[src/rtl/uart_pkg.sv]
// Shared FSM states, register map and STATUS bit positions for the MMIO UART transmitter.
// This package contains declarations only. It has no latency of its own.
// It has no flow control of its own. The DIV sanitising helper lives here.
package uart_pkg;

  typedef enum logic [2:0] {
    ST_IDLE   = 3'd0,
    ST_START  = 3'd1,
    ST_DATA   = 3'd2,
    ST_PARITY = 3'd3,
    ST_STOP   = 3'd4
  } uart_state_e;

  // Register word index, taken from addr[3:2]
  localparam logic [1:0] REG_TXDATA = 2'd0;
  localparam logic [1:0] REG_STATUS = 2'd1;
  localparam logic [1:0] REG_DIV    = 2'd2;

  localparam int STAT_BUSY  = 0;
  localparam int STAT_FULL  = 1;
  localparam int STAT_EMPTY = 2;
  localparam int STAT_OVF   = 3;
  localparam int STAT_PAR   = 4;

  // A zero divisor would never end a bit, so it is stored as 1.
  function automatic logic [15:0] div_sanitize(input logic [15:0] v);
    return (v == 16'd0) ? 16'd1 : v;
  endfunction

endpackage

[src/rtl/uart_tx_fifo.sv]
// Small synchronous TX byte FIFO with show-ahead output (pop_dat valid whenever !empty).
// Latency: a push is visible on pop_dat one cycle later. A pop frees its entry on the same edge.
// Backpressure: none internally. The caller must qualify push with full and pop with empty.
module uart_tx_fifo #(
  parameter int DEPTH = 4,
  parameter int W     = 8
) (
  input  logic         clk,
  input  logic         reset,
  input  logic         push_vld,
  input  logic [W-1:0] push_dat,
  input  logic         pop_vld,
  output logic [W-1:0] pop_dat,
  output logic         full,
  output logic         empty
);

  localparam int AW = $clog2(DEPTH);
  localparam logic [AW:0] PTR_ONE = {{AW{1'b0}}, 1'b1};

  // One extra pointer bit separates full from empty when the indices match.
  logic [AW:0]  wr_ptr_q, wr_ptr_d;
  logic [AW:0]  rd_ptr_q, rd_ptr_d;
  logic [W-1:0] mem_q [DEPTH];
  logic [W-1:0] mem_d [DEPTH];

  always_comb begin
    wr_ptr_d = wr_ptr_q;
    rd_ptr_d = rd_ptr_q;
    mem_d    = mem_q;
    if (push_vld) begin
      mem_d[wr_ptr_q[AW-1:0]] = push_dat;
      wr_ptr_d                = wr_ptr_q + PTR_ONE;
    end
    if (pop_vld) begin
      rd_ptr_d = rd_ptr_q + PTR_ONE;
    end
  end

  always_ff @(posedge clk or negedge reset) begin
    if (!reset) begin
      wr_ptr_q <= '0;
      rd_ptr_q <= '0;
    end else begin
      wr_ptr_q <= wr_ptr_d;
      rd_ptr_q <= rd_ptr_d;
    end
  end

  always_ff @(posedge clk) begin
    mem_q <= mem_d;
  end

  assign pop_dat = mem_q[rd_ptr_q[AW-1:0]];
  assign empty   = (wr_ptr_q == rd_ptr_q);
  assign full    = (wr_ptr_q[AW] != rd_ptr_q[AW]) &&
                   (wr_ptr_q[AW-1:0] == rd_ptr_q[AW-1:0]);

endmodule

[src/rtl/uart_tx_mmio.sv]
// MMIO UART transmitter: bus writes queue bytes that are sent as 8N1 frames, or 8E1 with UART_PARITY_EN.
// Latency: tx falls 1 cycle after a TXDATA write to an idle, empty block. A frame lasts 10*DIV or 11*DIV cycles.
// Backpressure: none on the bus. A write to a full FIFO without a same-cycle pop is dropped and sets sticky overflow.
module uart_tx_mmio
  import uart_pkg::*;
#(
  parameter int          FIFO_DEPTH = 4,
  parameter logic [15:0] DIV_RESET  = 16'd434
) (
  input  logic        clk,
  input  logic        reset,
  input  logic        sel,
  input  logic        we,
  input  logic [3:0]  addr,
  input  logic [31:0] wdata,
  output logic [31:0] rdata,
  output logic        tx,
  output logic        irq_empty
);

`ifdef UART_PARITY_EN
  localparam logic PARITY_PRESENT = 1'b1;
`else
  localparam logic PARITY_PRESENT = 1'b0;
`endif

  uart_state_e state_q, state_d;
  logic [15:0] div_q, div_d;
  logic [15:0] bit_div_q, bit_div_d;
  logic [15:0] timer_q, timer_d;
  logic [2:0]  bit_idx_q, bit_idx_d;
  logic [7:0]  shift_q, shift_d;
  logic        ovf_q, ovf_d;
  logic        tx_q, tx_d;
`ifdef UART_PARITY_EN
  logic        par_q, par_d;
`endif

  logic        fifo_full, fifo_empty, fifo_pop, push_req, push_ok, wr_en, bit_end;
  logic [7:0]  fifo_dat;
  logic        unused_bits;

  assign unused_bits = ^{wdata[31:16], addr[1:0]};

  assign wr_en    = sel & we;
  assign push_req = wr_en && (addr[3:2] == REG_TXDATA);
  // A pop on the same edge frees a slot, so a write to a full FIFO still lands.
  assign push_ok  = push_req && (!fifo_full || fifo_pop);

  uart_tx_fifo #(
    .DEPTH (FIFO_DEPTH),
    .W     (8)
  ) u_fifo (
    .clk      (clk),
    .reset    (reset),
    .push_vld (push_ok),
    .push_dat (wdata[7:0]),
    .pop_vld  (fifo_pop),
    .pop_dat  (fifo_dat),
    .full     (fifo_full),
    .empty    (fifo_empty)
  );

  always_comb begin
    ovf_d = ovf_q;
    div_d = div_q;
    if (push_req && !push_ok) begin
      ovf_d = 1'b1;
    end else if (wr_en && (addr[3:2] == REG_STATUS) && wdata[STAT_OVF]) begin
      ovf_d = 1'b0;
    end
    if (wr_en && (addr[3:2] == REG_DIV)) begin
      div_d = div_sanitize(wdata[15:0]);
    end
  end

  // bit_div_q holds the compare for the bit in flight, so DIV writes wait for a bit boundary.
  always_comb begin
    state_d   = state_q;
    timer_d   = timer_q;
    bit_idx_d = bit_idx_q;
    shift_d   = shift_q;
    bit_div_d = bit_div_q;
    fifo_pop  = 1'b0;
    tx_d      = 1'b1;
`ifdef UART_PARITY_EN
    par_d     = par_q;
`endif
    bit_end   = (timer_q == (bit_div_q - 16'd1));

    if (state_q != ST_IDLE) begin
      if (bit_end) begin
        timer_d   = '0;
        bit_div_d = div_q;
      end else begin
        timer_d   = timer_q + 16'd1;
      end
    end

    case (state_q)
      ST_IDLE: begin
        if (!fifo_empty) begin
          fifo_pop  = 1'b1;
          shift_d   = fifo_dat;
          timer_d   = '0;
          bit_div_d = div_q;
          state_d   = ST_START;
`ifdef UART_PARITY_EN
          par_d     = ^fifo_dat;
`endif
        end
      end
      ST_START: begin
        if (bit_end) begin
          state_d   = ST_DATA;
          bit_idx_d = 3'd0;
        end
      end
      ST_DATA: begin
        if (bit_end) begin
          shift_d = {1'b0, shift_q[7:1]};
          if (bit_idx_q == 3'd7) begin
`ifdef UART_PARITY_EN
            state_d = ST_PARITY;
`else
            state_d = ST_STOP;
`endif
          end else begin
            bit_idx_d = bit_idx_q + 3'd1;
          end
        end
      end
`ifdef UART_PARITY_EN
      ST_PARITY: begin
        if (bit_end) begin
          state_d = ST_STOP;
        end
      end
`endif
      ST_STOP: begin
        if (bit_end) begin
          state_d = ST_IDLE;
        end
      end
      default: state_d = ST_IDLE;
    endcase

    // tx is registered from the next state so the pin is glitch-free.
    case (state_d)
      ST_START: tx_d = 1'b0;
      ST_DATA:  tx_d = shift_d[0];
`ifdef UART_PARITY_EN
      ST_PARITY: tx_d = par_d;
`endif
      default:  tx_d = 1'b1;
    endcase
  end

  always_ff @(posedge clk or negedge reset) begin
    if (!reset) begin
      state_q   <= ST_IDLE;
      div_q     <= DIV_RESET;
      bit_div_q <= DIV_RESET;
      timer_q   <= '0;
      bit_idx_q <= '0;
      shift_q   <= '0;
      ovf_q     <= 1'b0;
      tx_q      <= 1'b1;
    end else begin
      state_q   <= state_d;
      div_q     <= div_d;
      bit_div_q <= bit_div_d;
      timer_q   <= timer_d;
      bit_idx_q <= bit_idx_d;
      shift_q   <= shift_d;
      ovf_q     <= ovf_d;
      tx_q      <= tx_d;
    end
  end

`ifdef UART_PARITY_EN
  always_ff @(posedge clk or negedge reset) begin
    if (!reset) begin
      par_q <= 1'b0;
    end else begin
      par_q <= par_d;
    end
  end
`endif

  always_comb begin
    rdata = '0;
    case (addr[3:2])
      REG_STATUS: begin
        rdata[STAT_BUSY]  = (state_q != ST_IDLE);
        rdata[STAT_FULL]  = fifo_full;
        rdata[STAT_EMPTY] = fifo_empty;
        rdata[STAT_OVF]   = ovf_q;
        rdata[STAT_PAR]   = PARITY_PRESENT;
      end
      REG_DIV: rdata[15:0] = div_q;
      default: rdata = '0;
    endcase
  end

  assign tx        = tx_q;
  assign irq_empty = fifo_empty && (state_q == ST_IDLE);

endmodule

[config.mk]
export PLATFORM = sky130hd
export DESIGN_NAME = uart_tx_mmio
export DESIGN_NICKNAME = d
export VERILOG_FILES = /design/src/rtl/uart_pkg.sv /design/src/rtl/uart_tx_fifo.sv /design/src/rtl/uart_tx_mmio.sv
export SDC_FILE = /design/constraint.sdc
export NUM_CORES = 1
export LEC_CHECK = 0
export CAP_MARGIN = 20
export CORE_UTILIZATION = 50
export DETAILED_ROUTE_END_ITERATION = 12
export PLACE_DENSITY = 0.76
export SLEW_MARGIN = 20
export SYNTH_ARGS = -nofsm -noshare
export SYNTH_HDL_FRONTEND = slang
export SYNTH_HIERARCHICAL = 1
export SYNTH_SLANG_ARGS = --single-unit
export TNS_END_PERCENT = 1
[constraint.sdc]
create_clock -name clk -period 3.9 [get_ports clk]
set_input_delay 0.39 -clock clk [delete_from_list [all_inputs] [get_ports clk]]
set_output_delay 0.39 -clock clk [all_outputs]
set_load 0.005 [all_outputs]
# Word-level counts from Yosys, hierarchy flattened
# Cells that the tools add are included.
[word_totals]
regBits = 102
in_bits = 40
output_inout_bits = 34
word_cells = 98
[classes]
addsub = 5
order_cmp = 3
n_eq_ne = 16
muxes = 35
bitwise = 3
reduce_logical = 21
[op_table]
columns = ["op", "n"]
rows = [
  ["2-to-1 mux 16 bit", 9],
  ["2-to-1 mux 8 bit", 5],
  ["bitwise mux 32 bit", 1],
  ["2-to-1 mux 3 bit", 8],
  ["adder 16 x 1 -> 16 bit, second input constant", 1],
  ["binary-select mux 8 bit (select 2 bit)", 1],
  ["demux 8 bit (select 2 bit)", 1],
  ["equality test 16 bit", 1],
  ["logical NOT 16 bit", 1],
  ["case mux 8 bit (2 select lines)", 1],
  ["subtractor 16 x 1 -> 16 bit, second input constant", 1],
  ["case mux 3 bit (4 select lines)", 1],
  ["2-to-1 mux 11 bit", 1],
  ["case mux 5 bit (2 select lines)", 1],
  ["adder 3 x 1 -> 3 bit, second input constant", 3],
  ["logical AND 1 bit", 9],
  ["inequality test 2 bit, second input constant", 4],
  ["equality test 3 x 1 -> 1 bit, second input constant", 2],
  ["equality test 3 x 2 -> 1 bit, second input constant", 2],
  ["equality test 3 bit, second input constant", 2],
  [">= comparator 3 bit, second input constant", 2],
  ["inverter 2 -> 3 bit", 2],
  ["case mux 3 bit (2 select lines)", 1],
  ["nonzero test 2 bit", 3],
  ["16 further kinds", 20],
]

# Longest topological paths before layout
[logic_depth]
word_depth = 8
ltp_mapped = 11
depth_no_buf = 9

# By module
# Netlist, hierarchy kept.
[by_module_without_submodules]
columns = ["mod", "instances", "cells_per_inst", "area_per_inst_um2", "seq_area_each_um2"]
rows = [
  ["uart_tx_mmio", 1, 374, 3807.4, 1615.3],
  ["uart_tx_fifo", 1, 72, 1500.2, 1111.1],
]

# Worst setup path after synthesis
# Ideal clock, no wire load.
[synth_timing]
path_type = "register to register"
start = "register bit_div_q[9]"
end = "register bit_div_q[0]"
arrival_ns = 3.063
required_time_ns = 3.775
slack_ns = 0.712
path_stages_with_launch = 9
n_path_buf = 1
cell_sequence = "dfrtp_1 > or4_1 > or3_1 > or4b_1 > a32oi_2 > nand4_4 > o21ai_4 > buf_6 > mux2_4"
[synth_via]
elab_chain_len = 6
[synth_lines]
columns = ["element", "line_no", "source"]
rows = [
  ["start: declaration", "uart_tx_mmio.sv:29", "logic [15:0] bit_div_q, bit_div_d;"],
  ["start signal: assignment", "uart_tx_mmio.sv:172", "bit_div_q <= bit_div_d;"],
  ["subtractor 16 x 1 -> 16 bit (*)", "uart_tx_mmio.sv:89", "bit_end = (timer_q == (bit_div_q - 16'd1));"],
  ["equality test 16 bit (*)", "uart_tx_mmio.sv:89", ""],
  ["2-to-1 mux 16 bit (*)", "uart_tx_mmio.sv:92", "if (bit_end) begin"],
  ["2-to-1 mux 16 bit (*)", "uart_tx_mmio.sv:91", "if (state_q != ST_IDLE) begin"],
  ["2-to-1 mux 16 bit", "uart_tx_mmio.sv:102", "if (!fifo_empty) begin"],
  ["2-to-1 mux 16 bit (*)", "uart_tx_mmio.sv:100", "case (state_q)"],
  ["named net bit_div_d[0]", "uart_tx_mmio.sv:29", ""],
]
# The timed path passes the listed nets; every way through them passes the cells marked *.
# A chain may end at the register's enable or synchronous reset.

# Final worst setup path
[layout_timing]
start = "register bit_div_q[10]"
end = "register bit_div_q[15]"
# Same word-level chain as after synthesis.

==> summary.md <==
| Metric | Value |
|---|---|
| Hold crit path type | `input port to async pin` |
| Avg Synthesized Cell Area | `11.9 um2` |
| Critical path capture point type | `flop` |
| Post-synthesis async set-or-reset flop share | `68.6%` |
| Rel. slew slack | `39.4%` |
| Crit path kind | `flop to flop` |
| Unique cell type count in the Yosys netlist | `63` |
| I/O pins | `74` |
| Post-synth EDFFs | `32` |
| Sequential share of the synthesized area | `51.4%` |
| Post-synth top flop | `dfrtp_1` |
| CTS tree | `done` |
| Port-buffer cells | `39` |
| Fin. Hold Viols | `0` |
| Required time of the critical path | `4.16 ns` |
| Worst Tran Pin Value | `0.909 ns` |
| Tmin final | `3.53 ns` |
| Pins Over Slew Limit | `0` |
| Post-cts sizing count | `0` |
| Global-route track usage on met2 | `31.5%` |
| Core ar. | `10300 um2` |
| Number of buffers created by CTS | `9` |
| GR Layer Usage met1 | `29.4%` |
| Initial antenna violation count | `0` |
| Endpoints failing setup | `0` |
| Routed wire length | `10600 um` |
| GRT overflow | `0` |
| Postcts setup bufs | `0` |
| Synth warn | `6` |
| Largest stage delay, worst path | `0.57 ns` |
| Die area | `11000 um2` |
| Post-DP HPWL | `7610 um` |
| Share of post-route cells with drive strength above 1 | `16.9%` |
| RSZ-0062 raised after global routing | `false` |
| Commonest non-fill, non-tap cell in the layout | `dfrtp_1` |
| Highest ir drop seen on vdd | `0.296 mV` |
| DP Worst Slack | `0.417 ns` |
| Initial detailed-routing violation count | `197` |
| Total number of vias | `3528` |
| Vias in the first global route | `3475` |
| Wire length per cell | `16.8 um` |
| N_diodes | `0` |
| Crit start category | `flop` |
| Status | `complete, no violations` |
| WP buf/inv | `1` |
| Max Clk Rate | `0.283 GHz` |
| CP max FO | `30` |
| Die Ht | `105 um` |
| Fillers | `846` |
| Highest-count cells in the layout ignoring fill and taps | `dfrtp_1 (59), nor2_1 (41), clkdlybuf4s50_1 (38)` |
| Starting Density | `51.4%` |
| CP cell instances | `or4_1 > or3_1 > or4b_1 > a32oi_2 > nand4_4 > o21ai_4 > buf_12 > mux2_2` |
| Root buffer cell | `clkbuf_8` |
| Htree depth | `3` |
| Placed cell count | `612` |
| Critical Path AT | `3.79 ns` |
| Critical path's slowest cell | `or4_1` |
| Largest net degree at the start of global routing | `40` |
| TritonCTS sink count | `102` |
| Layout area overhead | `13.0%` |
| Worst Skew | `0.00682 ns` |
| First-pass GRT wire length | `17700 um` |
| Design area | `6000 um2` |
| Hold_buf cts | `0` |
| Mapped Cells | `446` |
| GRT Max-Usage Layer | `met2` |
| Maxcap violations | `0` |
| Latest clock arrival within the worst-skew pair | `0.37 ns` |
| Post-route setup slack | `0.367 ns` |
| Fin cells | `628` |
| GR Util All Layers | `20.5%` |
| Leakage | `2.41 nW` |
| Drt pass-1 iters | `4` |
| FF+latch count, synth | `102` |
| RePlAce Congestion | `0.866` |
| Antenna-violating nets left | `0` |
| Die Span X | `105 um` |
| GR Util met3 | `3.18%` |
| Final #Nets | `539` |
| Setup TNS | `0 ns` |
| # rows | `37` |
| Via density per instance | `5.62` |
| Top delay family on crit path | `simple AND/OR/NAND/NOR gates` |
| P per Cell Area | `631 nW/um2` |
| Post-route clock period utilization | `90.6%` |
| Worst R2R Setup Slack | `0.37 ns` |
| Placed Area | `5780 um2` |
| Worst-path clk slew | `0.11 ns` |
| Detailed-route DRC error count | `0` |
| Final core occ | `58.1%` |
| CTS max path bufs | `2` |
| Mapped cell area | `5310 um2` |
-- cell usage after synthesis, drive strengths merged, types with 2 or more instances --
master / number / share of area (%)
inv: 9 / 0.64
nor2b: 4 / 0.47
and3: 3 / 0.35
dfrtp: 59 / 28
nand3b: 2 / 0.28
nand4: 9 / 1.3
xor2: 22 / 3.6
mux2i: 2 / 0.38
and2: 19 / 2.2
a211oi: 2 / 0.28
mux2: 34 / 7.9
a21oi: 6 / 0.57
a31oi: 3 / 0.35
and4: 2 / 0.33
mux4: 8 / 3.4
nor3: 10 / 1.2
a22oi: 5 / 0.71
xnor2: 20 / 3.3
buf: 22 / 3.3
nand2: 29 / 2.1
clkbuf: 11 / 0.78
a221o: 5 / 0.94
o21ai: 8 / 0.97
or2: 4 / 0.47
nor4: 8 / 0.94
dfstp: 11 / 5.4
nand3: 10 / 0.94
edfxtp: 32 / 18
nand2b: 4 / 0.47
or4b: 2 / 0.38
nor2: 41 / 2.9
or3: 6 / 0.71
a2111oi: 2 / 0.33
ha: 12 / 2.8
-- path summary, 6_finish.rpt --
| check | startpoint | to | cells after the start |
|---|---|---|---|
| hold reg to reg | u_fifo/wr_ptr_q[2]$_DFFE_PN0P_ | u_fifo/wr_ptr_q[2]$_DFFE_PN0P_ | 1 |
| min in group clk | u_fifo/wr_ptr_q[2]$_DFFE_PN0P_ | u_fifo/wr_ptr_q[2]$_DFFE_PN0P_ | 1 |
| hold / removal | reset | u_fifo/wr_ptr_q[1]$_DFFE_PN0P_ | 1 |
| setup / recovery | bit_div_q[10]$_DFF_PN0_ | bit_div_q[15]$_DFF_PN0_ | 8 |
| setup reg to reg | bit_div_q[10]$_DFF_PN0_ | bit_div_q[15]$_DFF_PN0_ | 8 |
| max in group asynchronous | reset | bit_div_q[8]$_DFF_PN1_ | 2 |
-- sequential cells by signal, summed over array words and instances (netlist names) --
| signal | cells |
|---|---|
| u_fifo/mem_q | 32 |
| bit_div_q | 16 |
| div_q | 16 |
| timer_q | 16 |
| shift_q | 8 |
| bit_idx_q | 3 |
| state_q | 3 |
| u_fifo/rd_ptr_q | 3 |
| u_fifo/wr_ptr_q | 3 |
| ovf_q | 1 |
| tx | 1 |
-- metal layers --
metal	vias to the layer above	wire, um
li1	1653	-
met1	1745	5050
met2	118	4860
met3	12	487
met5	-	0
met4	0	169
-- per-stage QoR --
step	total power, mW	hold WS [ns]
final	3.78	0.143
after global routing	4.03	0.196
after CTS	3.79	0.167
after detailed placement	3.09	0.485
after global placement	3.03	0.465
after floorplan	2.69	0.0944
-- kinds of logic after synthesis --
group / after synthesis / synth area share [%]
multiplexers: 44 / 11.7
buffers and inverters: 42 / 4.69
AND/OR/NAND/NOR: 159 / 16.0
adder cells (fa/ha/maj): 12 / 2.83
AO/OA/AOI/OAI: 44 / 6.39
other: 1 / 0.0707
flip-flops: 102 / 51.4
XOR/XNOR: 42 / 6.93
-- cell type report --
| type | instances | area (um2) | area share [%] |
|---|---|---|---|
| repair buffers | 48 | 465 | 7.76 |
| clock inverters | 7 | 88.8 | 1.48 |
| flip-flops and latches | 102 | 2730 | 45.5 |
| multi-input cells | 317 | 2390 | 39.8 |
| well taps | 136 | 170 | 2.84 |
| inverters | 9 | 33.8 | 0.563 |
| clock buffers | 9 | 124 | 2.07 |
-- where the power goes --
part	total [mW]	internal, mW	switching, mW
combinational	1.41	0.709	0.703
sequential	1.67	1.37	0.299
clock	0.700	0.269	0.432
total	3.78	2.35	1.43
Power figures use the tool's default switching activity.
